`config.mk`:
```
export PLATFORM = sky130hd
export DESIGN_NAME = branch_predictor
export DESIGN_NICKNAME = d
export VERILOG_FILES = /design/src/rtl/branch_predictor.sv
export SDC_FILE = /design/constraint.sdc
export NUM_CORES = 2
export LEC_CHECK = 0
export ABC_AREA = 0
export BUFFER_PORTS_ARGS = -buffer_cell sky130_fd_sc_hd__buf_4
export CAP_MARGIN = 10
export CORE_MARGIN = 2
export CORE_UTILIZATION = 50
export CTS_CLUSTER_DIAMETER = 80
export CTS_CLUSTER_SIZE = 28
export DETAILED_ROUTE_END_ITERATION = 8
export PLACE_DENSITY_LB_ADDON = 0.15
export SETUP_SLACK_MARGIN = 0.5
export SYNTH_ARGS = -nofsm -noshare
export SYNTH_HDL_FRONTEND = slang
export SYNTH_SLANG_ARGS = --single-unit
export TNS_END_PERCENT = 20
```
`constraint.sdc`:
```
create_clock -name clk -period 15.1 [get_ports clk]
set_input_delay 0 -clock clk [delete_from_list [all_inputs] [get_ports clk]]
set_output_delay 0 -clock clk [all_outputs]
set_load 0.03 [all_outputs]
```
`src/rtl/branch_predictor.sv`:
```
// Branch prediction unit: 2-bit pattern table (bimodal or gshare indexed),
// global branch history register and a direct-mapped BTB. Lookups and
// resolution are combinational; training happens on the rising clock edge.
module branch_predictor #(
   parameter int DBITS        = 32,
   parameter int PT_IDX_BITS  = 8,
   parameter int BHR_BITS     = 8,
   parameter int BTB_IDX_BITS = 4,
   parameter int GSHARE       = 1
) (
   input  logic                clk,
   input  logic                reset,
   input  logic [DBITS-1:0]    fe_pc,
   output logic                fe_pred_taken,
   output logic [DBITS-1:0]    fe_pred_pc,
   input  logic                upd_valid,
   input  logic [DBITS-1:0]    upd_pc,
   input  logic                upd_is_cond,
   input  logic                upd_is_jump,
   input  logic                upd_taken,
   input  logic [DBITS-1:0]    upd_target,
   input  logic                upd_pred_taken,
   input  logic [DBITS-1:0]    upd_pred_pc,
   output logic                mispredict,
   output logic [DBITS-1:0]    redirect_pc,
   output logic [BHR_BITS-1:0] bhr_out,
   output logic [31:0]         stat_branches,
   output logic [31:0]         stat_mispredicts
);

   localparam int PT_SIZE  = 1 << PT_IDX_BITS;
   localparam int BTB_SIZE = 1 << BTB_IDX_BITS;
   localparam int TAG_BITS = DBITS - BTB_IDX_BITS - 2;

   // Prediction state
   logic [1:0]          pt [PT_SIZE];
   logic [BHR_BITS-1:0] bhr;
   logic [BTB_SIZE-1:0] btb_valid;
   logic                btb_is_jump [BTB_SIZE];
   logic [TAG_BITS-1:0] btb_tag     [BTB_SIZE];
   logic [DBITS-1:0]    btb_target  [BTB_SIZE];

   // Lookup-side decode
   logic [PT_IDX_BITS-1:0]  fe_pt_idx;
   logic [BTB_IDX_BITS-1:0] fe_btb_idx;
   logic [TAG_BITS-1:0]     fe_tag;
   logic                    fe_hit;

   // Update-side decode
   logic [PT_IDX_BITS-1:0]  upd_pt_idx;
   logic [BTB_IDX_BITS-1:0] upd_btb_idx;
   logic [TAG_BITS-1:0]     upd_tag;
   logic [DBITS-1:0]        upd_next;
   logic [1:0]              pt_cur;
   logic [1:0]              pt_next;
   logic [BHR_BITS-1:0]     bhr_next;
   logic                    pt_write;
   logic                    btb_write;

   // The prediction carried down the pipe is implied by upd_pred_pc, so the
   // taken bit itself is not needed to decide a mispredict.
   logic unused_inputs;
   assign unused_inputs = upd_pred_taken;

   // Pattern-table index: word index, optionally folded with global history.
   function automatic logic [PT_IDX_BITS-1:0] pt_index(input logic [DBITS-1:0]    pc,
                                                       input logic [BHR_BITS-1:0] hist);
      logic [PT_IDX_BITS-1:0] widx;
      logic [PT_IDX_BITS-1:0] hist_ext;
      widx     = pc[PT_IDX_BITS+1:2];
      hist_ext = PT_IDX_BITS'(hist);
      if (GSHARE != 0) pt_index = widx ^ hist_ext;
      else             pt_index = widx;
   endfunction

   // History shift; a one-bit history simply holds the last outcome.
   generate
      if (BHR_BITS == 1) begin : g_bhr_one
         assign bhr_next = upd_taken;
      end else begin : g_bhr_many
         assign bhr_next = {bhr[BHR_BITS-2:0], upd_taken};
      end
   endgenerate

   // Fetch-side prediction from current table contents (no update bypass)
   always_comb begin
      fe_pt_idx     = pt_index(fe_pc, bhr);
      fe_btb_idx    = fe_pc[BTB_IDX_BITS+1:2];
      fe_tag        = fe_pc[DBITS-1:BTB_IDX_BITS+2];
      fe_hit        = btb_valid[fe_btb_idx] && (btb_tag[fe_btb_idx] == fe_tag);
      fe_pred_taken = fe_hit && (btb_is_jump[fe_btb_idx] || pt[fe_pt_idx][1]);
      fe_pred_pc    = fe_pred_taken ? btb_target[fe_btb_idx] : fe_pc + DBITS'(4);
   end

   // Resolution, counter saturation and write enables for this cycle's update
   always_comb begin
      upd_pt_idx  = pt_index(upd_pc, bhr);
      upd_btb_idx = upd_pc[BTB_IDX_BITS+1:2];
      upd_tag     = upd_pc[DBITS-1:BTB_IDX_BITS+2];
      upd_next    = upd_taken ? upd_target : upd_pc + DBITS'(4);
      mispredict  = upd_valid && (upd_next != upd_pred_pc);
      redirect_pc = upd_next;
      pt_cur      = pt[upd_pt_idx];
      pt_next     = pt_cur;
      if (upd_taken) begin
         if (pt_cur != 2'b11) pt_next = pt_cur + 2'b01;
      end else begin
         if (pt_cur != 2'b00) pt_next = pt_cur - 2'b01;
      end
      pt_write  = upd_valid && upd_is_cond;
      btb_write = upd_valid && upd_taken;
   end

   // Pattern table: all counters return to weakly not-taken on reset
   always_ff @(posedge clk or posedge reset) begin
      if (reset) begin
         for (int i = 0; i < PT_SIZE; i++) pt[i] <= 2'b01;
      end else if (pt_write) begin
         pt[upd_pt_idx] <= pt_next;
      end
   end

   // Global history advances only on conditional branches
   always_ff @(posedge clk or posedge reset) begin
      if (reset)         bhr <= '0;
      else if (pt_write) bhr <= bhr_next;
   end

   // BTB valid bits: cleared on reset, set by any taken resolution
   always_ff @(posedge clk or posedge reset) begin
      if (reset)          btb_valid <= '0;
      else if (btb_write) btb_valid[upd_btb_idx] <= 1'b1;
   end

   // BTB payload needs no reset; it is qualified by the valid bit
   always_ff @(posedge clk) begin
      if (btb_write && !reset) begin
         btb_is_jump[upd_btb_idx] <= upd_is_jump;
         btb_tag[upd_btb_idx]     <= upd_tag;
         btb_target[upd_btb_idx]  <= upd_target;
      end
   end

   // Statistics counters, wrapping modulo 2^32
   always_ff @(posedge clk or posedge reset) begin
      if (reset) begin
         stat_branches    <= '0;
         stat_mispredicts <= '0;
      end else if (upd_valid) begin
         stat_branches <= stat_branches + 32'd1;
         if (mispredict) stat_mispredicts <= stat_mispredicts + 32'd1;
      end
   end

   assign bhr_out = bhr;

endmodule

```
Yosys cells after proc, flatten, opt, wreduce, memory -nomap -nowiden:

Memories as Yosys holds them, arrays and structs flattened.
Index checks and enable logic that the tools add are counted.

* flip-flop bits (word level): 600
* word-level logic and storage cells: 315
* bits in writable memories: 944
* memories kept: 3
* output and inout port bits: 138
* bits of input ports: 135

* bitwise operators: 5
* reduce and logical (&&, ||, !) cells: 12
* muxes and demuxes: 20
* equality and inequality tests: 3
* add/sub/neg operators: 6
* $lt $le $gt $ge: 6

Memory list
* btb_target: words 16, bits a word 32, read ports 1, clocked after Yosys merged registers in 0, wr ports 1, RTL line 41 `logic [DBITS-1:0] btb_target [BTB_SIZE];`
* btb_tag: words 16, bits a word 26, read ports 1, clocked after Yosys merged registers in 0, wr ports 1, RTL line 40 `logic [TAG_BITS-1:0] btb_tag [BTB_SIZE];`
* btb_is_jump: words 16, bits a word 1, read ports 1, clocked after Yosys merged registers in 0, wr ports 1, RTL line 39 `logic btb_is_jump [BTB_SIZE];`

Operator list (number)
* bitwise mux 512 bit: 1
* adder 32 x 1 -> 32 bit (second input constant): 2
* adder 32 x 3 -> 32 bit (second input constant): 2
* 2-to-1 mux 32 bit: 2
* binary-select mux 2 bit (select 8 bit): 2
* != test 32 bit: 1
* == test 26 bit: 1
* >= comparator 9 bit (second input constant): 2
* NOT 8 -> 9 bit: 2
* demux 2 bit (select 8 bit): 1
* 2-to-1 mux 2 bit: 8
* OR 16 bit: 1
* XOR 8 bit: 2
* < comparator 4 x 5 -> 1 bit (second input constant): 2
* < comparator 9 x 1 -> 1 bit (second input constant): 1
* logical AND 1 bit: 8
* binary-select mux 1 bit (select 4 bit): 1
* demux 1 bit (select 4 bit): 1
* >= comparator 4 x 1 -> 1 bit (second input constant): 1
* 2-to-1 mux 1 bit: 4
* adder 2 x 1 -> 2 bit (second input constant): 1
* != test 2 bit (second input constant): 1
* AND reduction 2 bit: 1
* nonzero test 2 bit: 1
* other kinds (3): 3

Depth between registers and ports, before layout:

* depth in word-level cells: 9
* mapped depth: 16
* depth with buffers taken out: 11

Worst setup path before layout:

Ideal clock, no wire load.

* path kind: input -> register
* start: in reset
* end: mem btb_is_jump[0], enable pin
* buffers on the path: 0
* cell stages on the path: 3
* setup slack: -1915 ps
* setup time: 476 ps
* arrival time: 16539 ps
* data required time: 14624 ps
* path through: inv_1 nand2_1 nor2_1

* cells in the longest elaborated chain, start to end: 4

RTL lines
* start: declaration: RTL line 12 `input logic reset,`
* zero test 1 bit (no line)
* logical AND 1 bit: RTL line 137 `if (btb_write && !reset) begin`
* 2-to-1 mux 1 bit: RTL line 137
* 2-to-1 mux 1 bit (not written as such): RTL line 138 `btb_is_jump[upd_btb_idx] <= upd_is_jump;`
* end: declaration: RTL line 39

No other way between the ends.

Final worst setup path:

* start: reg bhr[0] (netlist: bhr_out[0])
* end: reg pt[46] in the netlist's numbering

* cells in the longest elaborated chain, start to end: 9
* elaborated cells on any way between the ends: 18
* those cells by class: add/sub: 2; order compare: 2; eq/ne: 1; mux: 9; bitwise: 2; reduce/logical: 2

RTL lines
* start: declaration: RTL line 37 `logic [BHR_BITS-1:0] bhr;`
* start signal: assignment: RTL line 126 `else if (pt_write) bhr <= bhr_next;`
* XOR 8 bit (*): RTL line 72 `if (GSHARE != 0) pt_index = widx ^ hist_ext;`
* NOT 8 -> 9 bit (not written as such) (*): RTL line 103, 119
* binary-select mux 2 bit (select 8 bit): RTL line 103 `pt_cur = pt[upd_pt_idx];`
* 2-to-1 mux 2 bit (not written as such) (2 in series): RTL line 103
* subtractor 2 x 1 -> 2 bit (tied with other cells): RTL line 108 `if (pt_cur != 2'b00) pt_next = pt_cur - 2'b01;`
* 2-to-1 mux 2 bit (on tied branches): RTL line 108, 106
* 2-to-1 mux 2 bit: RTL line 105 `if (upd_taken) begin`
* bitwise mux 512 bit (*): RTL line 119 `pt[upd_pt_idx] <= pt_next;`
* end signal: indexed assignment: RTL line 119
* end: declaration: RTL line 36 `logic [1:0] pt [PT_SIZE];`

Every way passes the cells marked *; elsewhere a longest branch is shown, timed or not. The select of a mux whose other input is x is not followed.
A chain may end at the register's enable or synchronous reset.

==> results_dict.tcl <==
set metrics [dict create \
    intPower_mw 6.939 \
    yosys-top-cells-count "944 x edfxtp_1, 708 x nand2_1, 484 x mux4_2" \
    leakage_nw 27.45 \
    ir_drop_mv 0.1966 \
    die_h_um 382.8 \
    path_cells "xnor2_2 -> buf_4 -> buf_4 -> mux4_2 -> a31oi_1 -> o2111ai_1 -> nor2_1 -> or4b_1 -> nand2_4 -> buf_4 -> buf_4 -> o2111ai_1 -> nand3_1" \
    ios 273 \
    fin_skew_ns 0.04258 \
    min_period_over_period_pct 46.63 \
    timing.fmax_mhz 142.0 \
    via_per_inst 6.538 \
    finalNetCount 5413 \
    drc 0 \
    hp-class "primary input to flip-flop" \
    setup_tns_ns 0 \
    dp_hpwl_mm 130.0 \
    p_sw_share_pct 36.07 \
    yosysWarnings 0 \
    seqPwrFrac_pct 47.2 \
    clock_sinks 1544 \
    clk_pin_slew_ns 0.10 \
    crit_top_cell "buf_4" \
    cp_slowest_cell "buf_4" \
    cts_tree "yes" \
    async_reset_ff_share_pct 38.86 \
    grt_pass1_vias 45140 \
    fin_crit_ns 7.041 \
    p_sw_mw 3.916 \
    cap_viol_max_count 0 \
    fill_cells 11440 \
    slew_viol_final 0 \
    setup-violations-final 0 \
    postCtsHoldBufs 69 \
    ys_top_cells_by_area "edfxtp_1 40%, mux4_2 15%, dfrtp_1 12%" \
    tightestPinTransition_ns 1.301 \
    ant_nets 0 \
    rsz0062_at_grt "no" \
    vias 47270 \
    p_clk_share_pct 25.6 \
    routedWlPerCell_um 29.58 \
    initial_core_util_pct 50.54 \
    cts_buffer_depth 3 \
    core_mm2 0.1419 \
    cts_resized 0 \
    area_growth_pct 10.87 \
    cts_max_level 3 \
    grt_util_all_layers_pct 28.96 \
    dp.cells 7005 \
    synth_edf_count 944 \
    cpPeakStageDelay_ns 1.00 \
    die_w_um 382.8 \
    gp_congestion 0.9147 \
    criticalPathCategory "flip-flop to flip-flop" \
    cp_data_arrival_time_ns 7.69 \
    dr.pass1.iters 6 \
    num_rows 138 \
    clockRootBuffer "clkbuf_16" \
    finalHoldViolCount 0 \
    power_frac_comb_pct 27.2 \
    post_cts_buffers 0 \
    drt-initial-drc-count 5524 \
    grt_start_max_net_pins 180 \
    yosysTopAreaCell "edfxtp_1" \
    layout-drive-gt1-share_pct 25.59 \
    synthCells 5141 \
    dieArea_mm2 0.1465 \
    grt.overflow.total 0 \
    p_per_area_mw_per_mm2 136.5 \
    status "finished, final reports clean" \
    synth_seq_cells 1544 \
    netlist_area_mm2 0.07174 \
    synth-main-ff-cell "edfxtp_1" \
    path_max_fanout 115 \
    synth_nets 5283 \
    required_ns 15.75 \
    slew_headroom_pct 13.27 \
    crit_path_start_kind "flip-flop" \
    netlist.area_leader.share_pct 39.52 \
    yosysMostFrequentCell "edfxtp_1" \
    port_buffers 271 \
    grt_pass1_wl_mm 312.2 \
    yosysUniqueCellTypes 81 \
    ys_seq_area_share_pct 60.89 \
    finalNonFillerCells 7230 \
    cts-buffers-inserted 85 \
    p_total_mw 10.85 \
    syn_area_per_cell_um2 13.95 \
    endpoint_kind "flip-flop" \
    insertion_delay_ns 0.74 \
    wirelength_mm 213.9 \
    grt_antenna_before_repair 13 \
]
-- cell type report --
class | instances | area (um2) | share of cell area [%]
repair buffers | 459 | 3691 | 4.641
diodes | 5 | 12.51 | 0.01573
well taps | 1890 | 2365 | 2.973
inverters | 32 | 123.9 | 0.1557
clock buffers | 96 | 2252 | 2.832
multi-input cells | 3149 | 26670 | 33.53
clock inverters | 55 | 744.5 | 0.9360
flip-flops and latches | 1544 | 43680 | 54.92
-- cells by family (layout without fill, tap and decap cells) --
kind of cell | count (synthesis) | in the layout | synth area share, %
adder cells (fa/ha/maj) | 8 | 8 | 0.1360
AO/OA/AOI/OAI | 811 | 811 | 7.427
other | 0 | 5 | 0
multiplexers | 600 | 600 | 16.89
buffers and inverters | 448 | 642 | 2.608
AND/OR/NAND/NOR | 1532 | 1532 | 9.562
XOR/XNOR | 198 | 198 | 2.485
flip-flops | 1544 | 1544 | 60.89
-- metrics by stage --
step                      hold WS, ns  cell area, um2  worst slack [ns]  utilization, %
after global placement         0.3036           75840             8.313           53.43
after global routing          0.09729           79530             7.640           56.03
after CTS                     0.06561           79530             8.181           56.03
after detailed placement       0.3129           75840             8.215           53.43
final                          0.1229           79540             8.059           56.04
after floorplan               0.09887           71740             3.680               -
-- worst max-delay path: cells and delay by family (launching register included) --
family          cells  cell delay, ns
buf+inv             4            3.26
simple gates        4            1.48
mux                 1            0.67
flops               1            0.52
compound gates      3            0.52
xor+xnor            1            0.24
-- flip-flops by register name, indices dropped and copies added (netlist names) --
| register | cells |
|---|---|
| bhr_out | 8 |
| btb_is_jump | 16 |
| btb_tag | 416 |
| btb_target | 512 |
| btb_valid | 16 |
| pt | 512 |
| stat_branches | 32 |
| stat_mispredicts | 32 |
-- cells in the final DEF, fill, tap and decap left out, types with 12 or more instances in the layout --
master           n
mux2i_1         72
a31oi_1         17
o2111ai_1      115
and3_1          24
inv_1           30
a211oi_1        13
nor2_2          17
a32oi_1         12
nor2_4          16
xnor2_1         83
nor3_1          37
nor4_1          26
mux2_1          28
nand4_1        170
o211ai_1        30
nor2_1         266
buf_4          382
o311ai_0        15
dfstp_2        256
o21ai_1         21
xor2_1         101
dlygate4sd3_1   69
mux2_2          16
dfrtp_1        344
nand2b_1        19
nand2_1        707
o21bai_1        12
o311ai_1        82
clkbuf_16       88
edfxtp_1       944
a22oi_1         20
nand3_1        183
a21oi_1        125
mux4_2         484
o21ai_0        297
-- final timing paths --
path | from | slack (ns) | depth (start not counted) | endpoint
setup reg to reg | bhr_out[0] | 8.06 | 13 | pt[46]
max in group asynchronous | reset | 12.20 | 6 | pt[415]
hold reg to reg | pt[126] | 0.48 | 2 | pt[126]
min in group asynchronous | reset | 0.27 | 4 | btb_valid[14]
setup / recovery | bhr_out[0] | 8.06 | 13 | pt[46]
hold / removal | upd_taken | 0.12 | 4 | pt[190]
-- power by group through the flow --
stage               sequential (mW)  clock (mW)  combinational, mW
finish                         5.13        2.78               2.95
global route                   5.16        2.97               3.11
CTS                            5.12        2.83               2.91
detailed placement             5.20           0               2.89
global placement               5.19           0               2.85
floorplan                      5.17           0               1.88
-- per-layer routing --
| metal | vias up | wire [um] | track usage [%] |
|---|---|---|---|
| li1 | 20190 | - | - |
| met1 | 24610 | 85390 | 40.75 |
| met2 | 2089 | 103100 | 46.35 |
| met3 | 368 | 17650 | 4.858 |
| met4 | 14 | 7629 | 9.318 |
| met5 | - | 80 | 0 |
(Power assumes the default switching activity.)
